<file path="config.mk">
export PLATFORM = sky130hd
export DESIGN_NAME = cpu_seq_ctrl_flat
export DESIGN_NICKNAME = d
export VERILOG_FILES = /design/src/rtl/cpu_seq_ctrl_if.sv /design/src/rtl/cpu_seq_ctrl.sv /design/src/flat_wrapper.sv
export SDC_FILE = /design/constraint.sdc
export NUM_CORES = 1
export LEC_CHECK = 0
export ABC_AREA = 1
export CAP_MARGIN = 0
export CORE_UTILIZATION = 25
export DETAILED_ROUTE_END_ITERATION = 8
export SYNTH_ARGS = -nofsm -noshare
export SYNTH_HDL_FRONTEND = slang
export SYNTH_SLANG_ARGS = --single-unit
</file>
<file path="constraint.sdc">
create_clock -name clk -period 1.5 [get_ports clk]
set_input_delay 0.3 -clock clk [delete_from_list [all_inputs] [get_ports clk]]
set_output_delay 0.3 -clock clk [all_outputs]
set_load 0.02 [all_outputs]
</file>
<file path="src/rtl/cpu_seq_ctrl_if.sv">
// Control bus between the sequencer and the accumulator datapath.
// master = sequencer side, slave = datapath/memory side.
interface cpu_seq_ctrl_if;
  logic [3:0] opcode;
  logic       zero;
  logic       mem_ready;
  logic [1:0] pc_ctrl;
  logic       mar_load;
  logic       mar_sel;
  logic       mem_rd;
  logic       mem_wr;
  logic       ir_load;
  logic       mbr_load;
  logic       acc_load;
  logic [1:0] alu_op;
  logic       instr_done;
  logic       halted;
  logic       illegal;
  logic       bus_err;

  modport master (
    input  opcode, zero, mem_ready,
    output pc_ctrl, mar_load, mar_sel,
    output mem_rd, mem_wr,
    output ir_load, mbr_load, acc_load,
    output alu_op, instr_done,
    output halted, illegal, bus_err
  );

  modport slave (
    output opcode, zero, mem_ready,
    input  pc_ctrl, mar_load, mar_sel,
    input  mem_rd, mem_wr,
    input  ir_load, mbr_load, acc_load,
    input  alu_op, instr_done,
    input  halted, illegal, bus_err
  );
endinterface

</file>
<file path="src/rtl/cpu_seq_ctrl.sv">
// Fetch/decode/execute sequencer for the 8-bit accumulator CPU.
// Strobes decode from the registered state; halts on bad opcode or timeout.
module cpu_seq_ctrl #(
  parameter int WAIT_LIMIT = 15,
  parameter int WAIT_W     = 4
) (
  input  logic           clk,
  input  logic           rst,
  cpu_seq_ctrl_if.master bus
);

  typedef enum logic [2:0] {
    FETCH_A, FETCH_R, DECODE, OPER_A,
    OPER_R, EXEC, MEM, HALT
  } state_t;

  localparam logic [WAIT_W-1:0] LIMIT =
    WAIT_W'(WAIT_LIMIT);

  state_t            state, state_n;
  logic [WAIT_W-1:0] cnt, cnt_n;
  logic              halted_q, illegal_q, bus_err_q;
  logic              in_wait, timeout, set_ill;
  logic              is_nop, is_oper, is_halt;
  logic              is_jmp, is_jz, is_store;
  logic              is_add, is_sub;

  assign is_nop   = bus.opcode == 4'h0;
  assign is_store = bus.opcode == 4'h2;
  assign is_add   = bus.opcode == 4'h3;
  assign is_sub   = bus.opcode == 4'h4;
  assign is_jmp   = bus.opcode == 4'h5;
  assign is_jz    = bus.opcode == 4'h6;
  assign is_halt  = bus.opcode == 4'hF;
  assign is_oper  = bus.opcode >= 4'h1 &&
                    bus.opcode <= 4'h6;

  assign in_wait = state inside {FETCH_R, OPER_R, MEM};
  assign timeout = in_wait && !bus.mem_ready &&
                   cnt == LIMIT;

  // Wait counter restarts whenever a wait state is (re)entered.
  assign cnt_n = (in_wait && !bus.mem_ready && !timeout)
               ? cnt + 1'b1 : '0;

  assign bus.halted  = halted_q;
  assign bus.illegal = illegal_q;
  assign bus.bus_err = bus_err_q;

  // State register, wait counter and sticky halt causes.
  always_ff @(posedge clk) begin
    if (rst) begin
      state     <= FETCH_A;
      cnt       <= '0;
      halted_q  <= 1'b0;
      illegal_q <= 1'b0;
      bus_err_q <= 1'b0;
    end else begin
      state <= state_n;
      cnt   <= cnt_n;
      if (state_n == HALT) halted_q  <= 1'b1;
      if (set_ill)         illegal_q <= 1'b1;
      if (timeout)         bus_err_q <= 1'b1;
    end
  end

  // Next state and datapath strobes.
  always_comb begin
    state_n        = state;
    set_ill        = 1'b0;
    bus.pc_ctrl    = 2'b00;
    bus.mar_load   = 1'b0;
    bus.mar_sel    = 1'b0;
    bus.mem_rd     = 1'b0;
    bus.mem_wr     = 1'b0;
    bus.ir_load    = 1'b0;
    bus.mbr_load   = 1'b0;
    bus.acc_load   = 1'b0;
    bus.alu_op     = 2'b00;
    bus.instr_done = 1'b0;
    unique case (state)
      FETCH_A: begin
        bus.mar_load = 1'b1;
        state_n      = FETCH_R;
      end
      FETCH_R: begin
        bus.mem_rd = 1'b1;
        if (bus.mem_ready) begin
          bus.ir_load = 1'b1;
          bus.pc_ctrl = 2'b01;
          state_n     = DECODE;
        end
      end
      DECODE: begin
        unique case (1'b1)
          is_nop: begin
            bus.instr_done = 1'b1;
            state_n        = FETCH_A;
          end
          is_oper: state_n = OPER_A;
          is_halt: state_n = HALT;
          default: begin
            set_ill = 1'b1;
            state_n = HALT;
          end
        endcase
      end
      OPER_A: begin
        bus.mar_load = 1'b1;
        state_n      = OPER_R;
      end
      OPER_R: begin
        bus.mem_rd = 1'b1;
        if (bus.mem_ready) begin
          bus.mbr_load = 1'b1;
          bus.pc_ctrl  = 2'b01;
          state_n      = EXEC;
        end
      end
      EXEC: begin
        unique case (1'b1)
          is_jmp: begin
            bus.pc_ctrl    = 2'b10;
            bus.instr_done = 1'b1;
            state_n        = FETCH_A;
          end
          is_jz: begin
            bus.pc_ctrl    = bus.zero ? 2'b10 : 2'b00;
            bus.instr_done = 1'b1;
            state_n        = FETCH_A;
          end
          default: begin
            bus.mar_sel  = 1'b1;
            bus.mar_load = 1'b1;
            state_n      = MEM;
          end
        endcase
      end
      MEM: begin
        bus.mem_wr = is_store;
        bus.mem_rd = !is_store;
        if (bus.mem_ready) begin
          bus.instr_done = 1'b1;
          bus.acc_load   = !is_store;
          bus.alu_op     = is_add ? 2'b01 :
                           is_sub ? 2'b10 : 2'b00;
          state_n        = FETCH_A;
        end
      end
      HALT: state_n = HALT;
    endcase
    if (timeout) state_n = HALT;
    if (rst) begin
      bus.pc_ctrl    = 2'b00;
      bus.mar_load   = 1'b0;
      bus.mar_sel    = 1'b0;
      bus.mem_rd     = 1'b0;
      bus.mem_wr     = 1'b0;
      bus.ir_load    = 1'b0;
      bus.mbr_load   = 1'b0;
      bus.acc_load   = 1'b0;
      bus.alu_op     = 2'b00;
      bus.instr_done = 1'b0;
    end
  end

endmodule

</file>
<file path="src/flat_wrapper.sv">
// flat-port wrapper written by rule: the top's interface ports become plain ports
module cpu_seq_ctrl_flat 
#(
  parameter int WAIT_LIMIT = 15,
  parameter int WAIT_W     = 4
)
  (clk, rst, bus_opcode, bus_zero, bus_mem_ready, bus_pc_ctrl, bus_mar_load, bus_mar_sel, bus_mem_rd, bus_mem_wr, bus_ir_load, bus_mbr_load, bus_acc_load, bus_alu_op, bus_instr_done, bus_halted, bus_illegal, bus_bus_err);
  cpu_seq_ctrl_if bus_i ();
  input  logic clk;
  input  logic rst;
  input wire logic [$bits(bus_i.opcode)-1:0] bus_opcode;
  input wire logic [$bits(bus_i.zero)-1:0] bus_zero;
  input wire logic [$bits(bus_i.mem_ready)-1:0] bus_mem_ready;
  output wire logic [$bits(bus_i.pc_ctrl)-1:0] bus_pc_ctrl;
  output wire logic [$bits(bus_i.mar_load)-1:0] bus_mar_load;
  output wire logic [$bits(bus_i.mar_sel)-1:0] bus_mar_sel;
  output wire logic [$bits(bus_i.mem_rd)-1:0] bus_mem_rd;
  output wire logic [$bits(bus_i.mem_wr)-1:0] bus_mem_wr;
  output wire logic [$bits(bus_i.ir_load)-1:0] bus_ir_load;
  output wire logic [$bits(bus_i.mbr_load)-1:0] bus_mbr_load;
  output wire logic [$bits(bus_i.acc_load)-1:0] bus_acc_load;
  output wire logic [$bits(bus_i.alu_op)-1:0] bus_alu_op;
  output wire logic [$bits(bus_i.instr_done)-1:0] bus_instr_done;
  output wire logic [$bits(bus_i.halted)-1:0] bus_halted;
  output wire logic [$bits(bus_i.illegal)-1:0] bus_illegal;
  output wire logic [$bits(bus_i.bus_err)-1:0] bus_bus_err;
  assign bus_i.opcode = bus_opcode;
  assign bus_i.zero = bus_zero;
  assign bus_i.mem_ready = bus_mem_ready;
  assign bus_pc_ctrl = bus_i.pc_ctrl;
  assign bus_mar_load = bus_i.mar_load;
  assign bus_mar_sel = bus_i.mar_sel;
  assign bus_mem_rd = bus_i.mem_rd;
  assign bus_mem_wr = bus_i.mem_wr;
  assign bus_ir_load = bus_i.ir_load;
  assign bus_mbr_load = bus_i.mbr_load;
  assign bus_acc_load = bus_i.acc_load;
  assign bus_alu_op = bus_i.alu_op;
  assign bus_instr_done = bus_i.instr_done;
  assign bus_halted = bus_i.halted;
  assign bus_illegal = bus_i.illegal;
  assign bus_bus_err = bus_i.bus_err;
  cpu_seq_ctrl #(.WAIT_LIMIT(WAIT_LIMIT), .WAIT_W(WAIT_W)) u_core (.clk(clk), .rst(rst), .bus(bus_i));
endmodule
</file>
# == After elaboration in Yosys (flattened, before gate mapping) ==
# Index checks and enable logic that the tools add are counted.
# totals
register_bits,10
latchBits,0
ramBits,0
mem_bits_ro,0
inputBits,8
word_cells,79
memories,0
# classes
add_sub_neg,1
multipliers,0
div_mod_pow,0
n_lt_le_gt_ge,2
eq_ne,15
shifts,0
mux,40
bitwise,1
n_reduce_logical,15
# op_table
op,count
3-bit case mux with 8 select lines,1
1-bit 2-to-1 mux,21
3-bit equality test (second input constant),5
3-bit 2-to-1 mux,5
2-bit 2-to-1 mux,7
4-bit by 3-bit equality test with 1-bit output (second input constant),3
4-bit by 2-bit equality test with 1-bit output (second input constant),2
4-bit equality test (second input constant),2
2-bit case mux with 2 select lines,2
2-bit OR reduction,4
3-bit by 2-bit equality test with 1-bit output (second input constant),2
3-bit case mux with 2 select lines,1
4-bit by 1-bit adder with 4-bit output (second input constant),1
4-bit by 1-bit >= comparator with 1-bit output (second input constant),1
4-bit by 3-bit less-or-equal comparator with 1-bit output (second input constant),1
1-bit logical AND,4
4-bit zero test,1
1-bit case mux with 2 select lines,2
3-bit by 1-bit equality test with 1-bit output (second input constant),1
1-bit zero test,3
3-bit zero test,1
1-bit case mux with 3 select lines,1
3-bit nonzero test,1
3-bit OR reduction,1
1-bit inverter,1

# == Logic depth before layout (Yosys ltp) ==
# depth
depth_word,8
depth_mapped,9
depth_no_buf,9

# == Worst setup path before layout ==
# Ideal clock, no wire load.
# synth_timing
path_type,reg2out
startpoint,register u_core.state[0]
endpoint,output bus_pc_ctrl[1]
arrival_time_ps,1222
required_time_ps,1200
path_slack_ps,-22
stages_incl_launch_ff,5
n_path_buf,0
path_cell_list,dfxtp_1 nand2_1 nor2_2 nand4_1 nor3_1
# synth_between
elab_chain_len,4
# synth_rtl
element,line_no,text
start: declaration,cpu_seq_ctrl.sv:20,"state_t state, state_n;"
start signal: assignment,cpu_seq_ctrl.sv:59,state <= state_n;
3-bit equality test / 3-bit by 1-bit equality test with 1-bit output (equally long branches),cpu_seq_ctrl.sv:81,unique case (state)
2-bit OR reduction (no line),-,
2-bit case mux with 2 select lines *,cpu_seq_ctrl.sv:81,
2-bit 2-to-1 mux *,cpu_seq_ctrl.sv:153,if (rst) begin
end: declaration,flat_wrapper.sv:14,output wire logic [$bits(bus_i.pc_ctrl)-1:0] bus_pc_ctrl;
# Mark *: on every way between the ends. The rest lies on a longest branch, timed or not.

# == Worst setup path after layout ==
# layout_timing
startpoint,register u_core.state[1]
endpoint,output bus_instr_done
# layout_between
elab_chain_len,3
# layout_rtl
element,line_no,text
3-bit equality test / 3-bit by 2-bit equality test with 1-bit output (equally long branches),cpu_seq_ctrl.sv:81,
1-bit case mux with 3 select lines *,cpu_seq_ctrl.sv:81,
1-bit 2-to-1 mux *,cpu_seq_ctrl.sv:153,
end: declaration,flat_wrapper.sv:23,output wire logic [$bits(bus_i.instr_done)-1:0] bus_instr_done;
# Marks and branches as above.

==> impl.org <==
** Critical path
- The worst register-to-register path begins at u_core.state[1].
- Slack of the worst reg-to-reg path :: about 0.08 ns
- Arrival time at the worst endpoint :: about 1.3 ns
- Worst reg-to-reg path cell count :: 12
- Worst setup EP type :: primary output
- Worst-path fanout max :: 6
- Critical path required time :: between 1 and 1.5 ns
- Capture point of the worst reg-to-reg path :: u_core.bus.halted
- The worst setup path is launched from a register.
- The worst setup path is of the register to primary output kind.

** Clock network
- At the later pin of the worst-skew pair, clock insertion delay measures 0.26 ns.
- The clock passes through at most 2 buffers.
- Clock slew seen by the registers of the worst setup and hold paths :: approximately 0.06 ns
- CTS tree :: done
- Hold Buf Count CTS :: 0
- CTS buffer count :: 3
- Clk sink count :: 10
- CTS placed an instance of sky130_fd_sc_hd__clkbuf_4 at the clock tree root.
- CTS built an H-tree with a depth of 1.

** STA
- Shortest clock period the worst path allows after layout :: between 1.5 and 2 ns
- Setup repair after global routing missed its margin :: yes
- Worst Tran Pin Value :: ~0.21 ns
- Hold is met by ~0.45 ns.
- In the finished design, the share of the clock period the worst path needs comes to 1.08.
- Setup violations remaining at the end of the flow were counted as 10.
- In this run the tightest slew margin relative to its limit is 0.863.
- Static timing analysis puts the maximum clock frequency at around 0.62 GHz.
- Setup total negative slack on the finished layout was measured at -0.666 ns.
- In the post-route analysis, the smallest setup slack over all paths is -0.116 ns.
- The number of slew-limit violations in the final report was 0.
- Final Hold Fails :: 0
- Worst setup skew after layout :: about 0.007 ns

** Placed design
- Dpl hpwl :: 1660 um
- Instance area after placement :: about 1100 um^2
- Port buffering added 22 buffers.
- Routability Congestion :: around 0.85

** Power
- Final Total Pwr :: around 1100 uW
- PD cells :: 856 nW/um^2
- VDD IR max :: between 0.5 and 0.6 mV
- The analysis attributes to cell leakage a power of 0.000598 uW.

** Logic synthesis
- A synthesized cell averages about 6.2 um^2.
- After synthesis the cells add up to approximately 700 um^2.
- Cell type contributing the most total cell area after synthesis :: sky130_fd_sc_hd__dfxtp_1
- Gate count of the mapped netlist :: about 110
- Of the post-synthesis cell area, the dominant cell type holds 0.285.
- Yosys warnings :: 0
- Synthesis produced a netlist with a net count of between 100 and 150.
- Fraction of the yosys area taken by sequential cells :: 0.285
- In the post-synthesis netlist, the biggest area contributors are sky130_fd_sc_hd__dfxtp_1 (28%), sky130_fd_sc_hd__inv_1 (10%), sky130_fd_sc_hd__nand2_1 (10%).
- Synth cell types :: 22
- The synthesized design contains 10 register bits.

** Outcome
- The run finished, with violations left.
- The final reports fail on setup timing.

** Finish
- Area delta synth->final :: 81.9%
- The repair_antennas step left the layout with diodes totalling 0.
- The final layout contains 170 nets.
- Share of layout cells above drive strength 1 :: 0.494
- Layout Cell Area excl Fill :: between 1000 and 1500 um^2

** Min path
- In this run the most critical hold path is launched from u_core.cnt[0].
- Classification of the worst-slack hold path :: register to register
- Along the worst hold path, the cell count comes to 1.
- The path with the worst hold slack has its endpoint at u_core.cnt[0].

** Floorplanning
- The floorplan step set the die width to 55.0 um.
- Initial standard-cell utilization of the core :: 0.274
- Number of rows in the core area :: 18
- The die covers 3030 um^2.
- Area inside the core boundary :: 2570 um^2
- 23 I/O pins were placed.
- Die H :: between 50 and 60 um

** Route
- Routed wire length per instance :: about 11 um
- Via count normalized by instance count :: 4.63
- Iteration-0 DRC Markers :: 14
- DRC Markers :: 0
- The final route contains just under 900 vias.
- First drt pass iteration count :: 4
- The detail route stage leaves a number of antenna-violating nets equal to 0.
- Wire length reported by the detailed router :: between 2000 and 2500 um

** Global routing
- Global route overflow :: 0
- Overall global routing resource usage :: 0.148
- The first global-routing pass estimated around 3300 um of wire.
- Number of global-route vias before repair :: slightly above 800
- Entering global routing, the biggest net connects 8 pins.
- The initial antenna violation count is 0.

** Job
- Max_cap viols :: 0
metal layers:
layer  track usage  share of wire  up-vias
met5             0              0        -
met4        0.0250              0        0
met3        0.0273          0.061        0
met2         0.297           0.50       26
met1         0.160           0.44      396
li1              -              -      458
registers in the layout, indices dropped and copies added (netlist names):
register	flops
u_core.bus.illegal	1
u_core.bus.halted	1
u_core.state	3
u_core.cnt	4
u_core.bus.bus_err	1
area by class of cell:
class,instances,area [um^2]
fillers,259,1290
multi-input cells,81,543
repair buffers,44,364
flip-flops and latches,10,211
inverters,21,86.3
well taps,30,37.5
clock buffers,4,36.3
through the flow:
step                      std cells  setup slack, ns   util
after floorplan                 114           0.0231      -
after global placement          182           -0.735  0.425
after detailed placement        182           -0.758  0.425
after CTS                       189           -0.164  0.455
after global routing            190           -0.186  0.498
final                           190           -0.116  0.498
power breakdown:
group / leakage, uW / switching (uW) / internal, uW
clock network: 0.0000210 / 92.6 / 147
registers: 0.0000832 / 51.4 / 299
logic: 0.000494 / 278 / 227
cell families after synthesis:
group	share of synthesized area
buf+inv	0.125
flops	0.285
compound gates	0.0979
fa+ha+maj	0.0178
simple gates	0.450
xor+xnor	0.0249
critical path, stage by stage (launching register included):
cell and delay, ns:
sky130_fd_sc_hd__dfxtp_4 0.38, sky130_fd_sc_hd__inv_4 0.08, sky130_fd_sc_hd__nand2_4 0.05, sky130_fd_sc_hd__nor2_4 0.09
sky130_fd_sc_hd__nand4_1 0.13, sky130_fd_sc_hd__a21oi_1 0.17, sky130_fd_sc_hd__buf_4 0.15
layout by cell type (no fill, tap or decap), types with 2 or more instances in the layout:
cell,instances
sky130_fd_sc_hd__dfxtp_1,7
sky130_fd_sc_hd__nand2_4,2
sky130_fd_sc_hd__nand2_1,14
sky130_fd_sc_hd__nor2_1,12
sky130_fd_sc_hd__dfxtp_4,3
sky130_fd_sc_hd__nor2_2,3
sky130_fd_sc_hd__clkbuf_4,3
sky130_fd_sc_hd__inv_2,5
sky130_fd_sc_hd__nand3_1,8
sky130_fd_sc_hd__buf_6,5
sky130_fd_sc_hd__a31oi_1,2
sky130_fd_sc_hd__inv_1,14
sky130_fd_sc_hd__a21oi_1,5
sky130_fd_sc_hd__dlygate4sd2_1,8
sky130_fd_sc_hd__nand3_2,5
sky130_fd_sc_hd__o21ai_0,2
sky130_fd_sc_hd__nor3_2,7
sky130_fd_sc_hd__nor2_4,5
sky130_fd_sc_hd__nand4_1,3
sky130_fd_sc_hd__buf_4,29
sky130_fd_sc_hd__nand2_2,5
synthesized netlist by cell type (all sizes together):
cell type,instances
inv,21
dfxtp,10
nor2,20
xnor2,1
o21bai,1
ha,1
xor2,1
o21ai,2
a31oi,2
a21oi,7
clkbuf,2
nor3,7
nand2,21
nand4,3
nand3,14
and3,1
worst max path at each step:
stage	startpoint	end	slack, ns
CTS	u_core.state[1]	bus_pc_ctrl[1]	-0.16
finish	u_core.state[1]	bus_instr_done	-0.12
global route	u_core.state[1]	bus_pc_ctrl[1]	-0.19
global placement	bus_opcode[0]	bus_pc_ctrl[1]	-0.74
floorplan	u_core.state[1]	bus_alu_op[0]	0.02
detailed placement	bus_opcode[0]	bus_pc_ctrl[1]	-0.76
what timing repair did:
action,in CTS,in global routing
buffers inserted,3,1
pin swaps,8,12
setup endpoints to repair,17,13
gates resized for setup,94,30
Power figures use the tool's default switching activity.
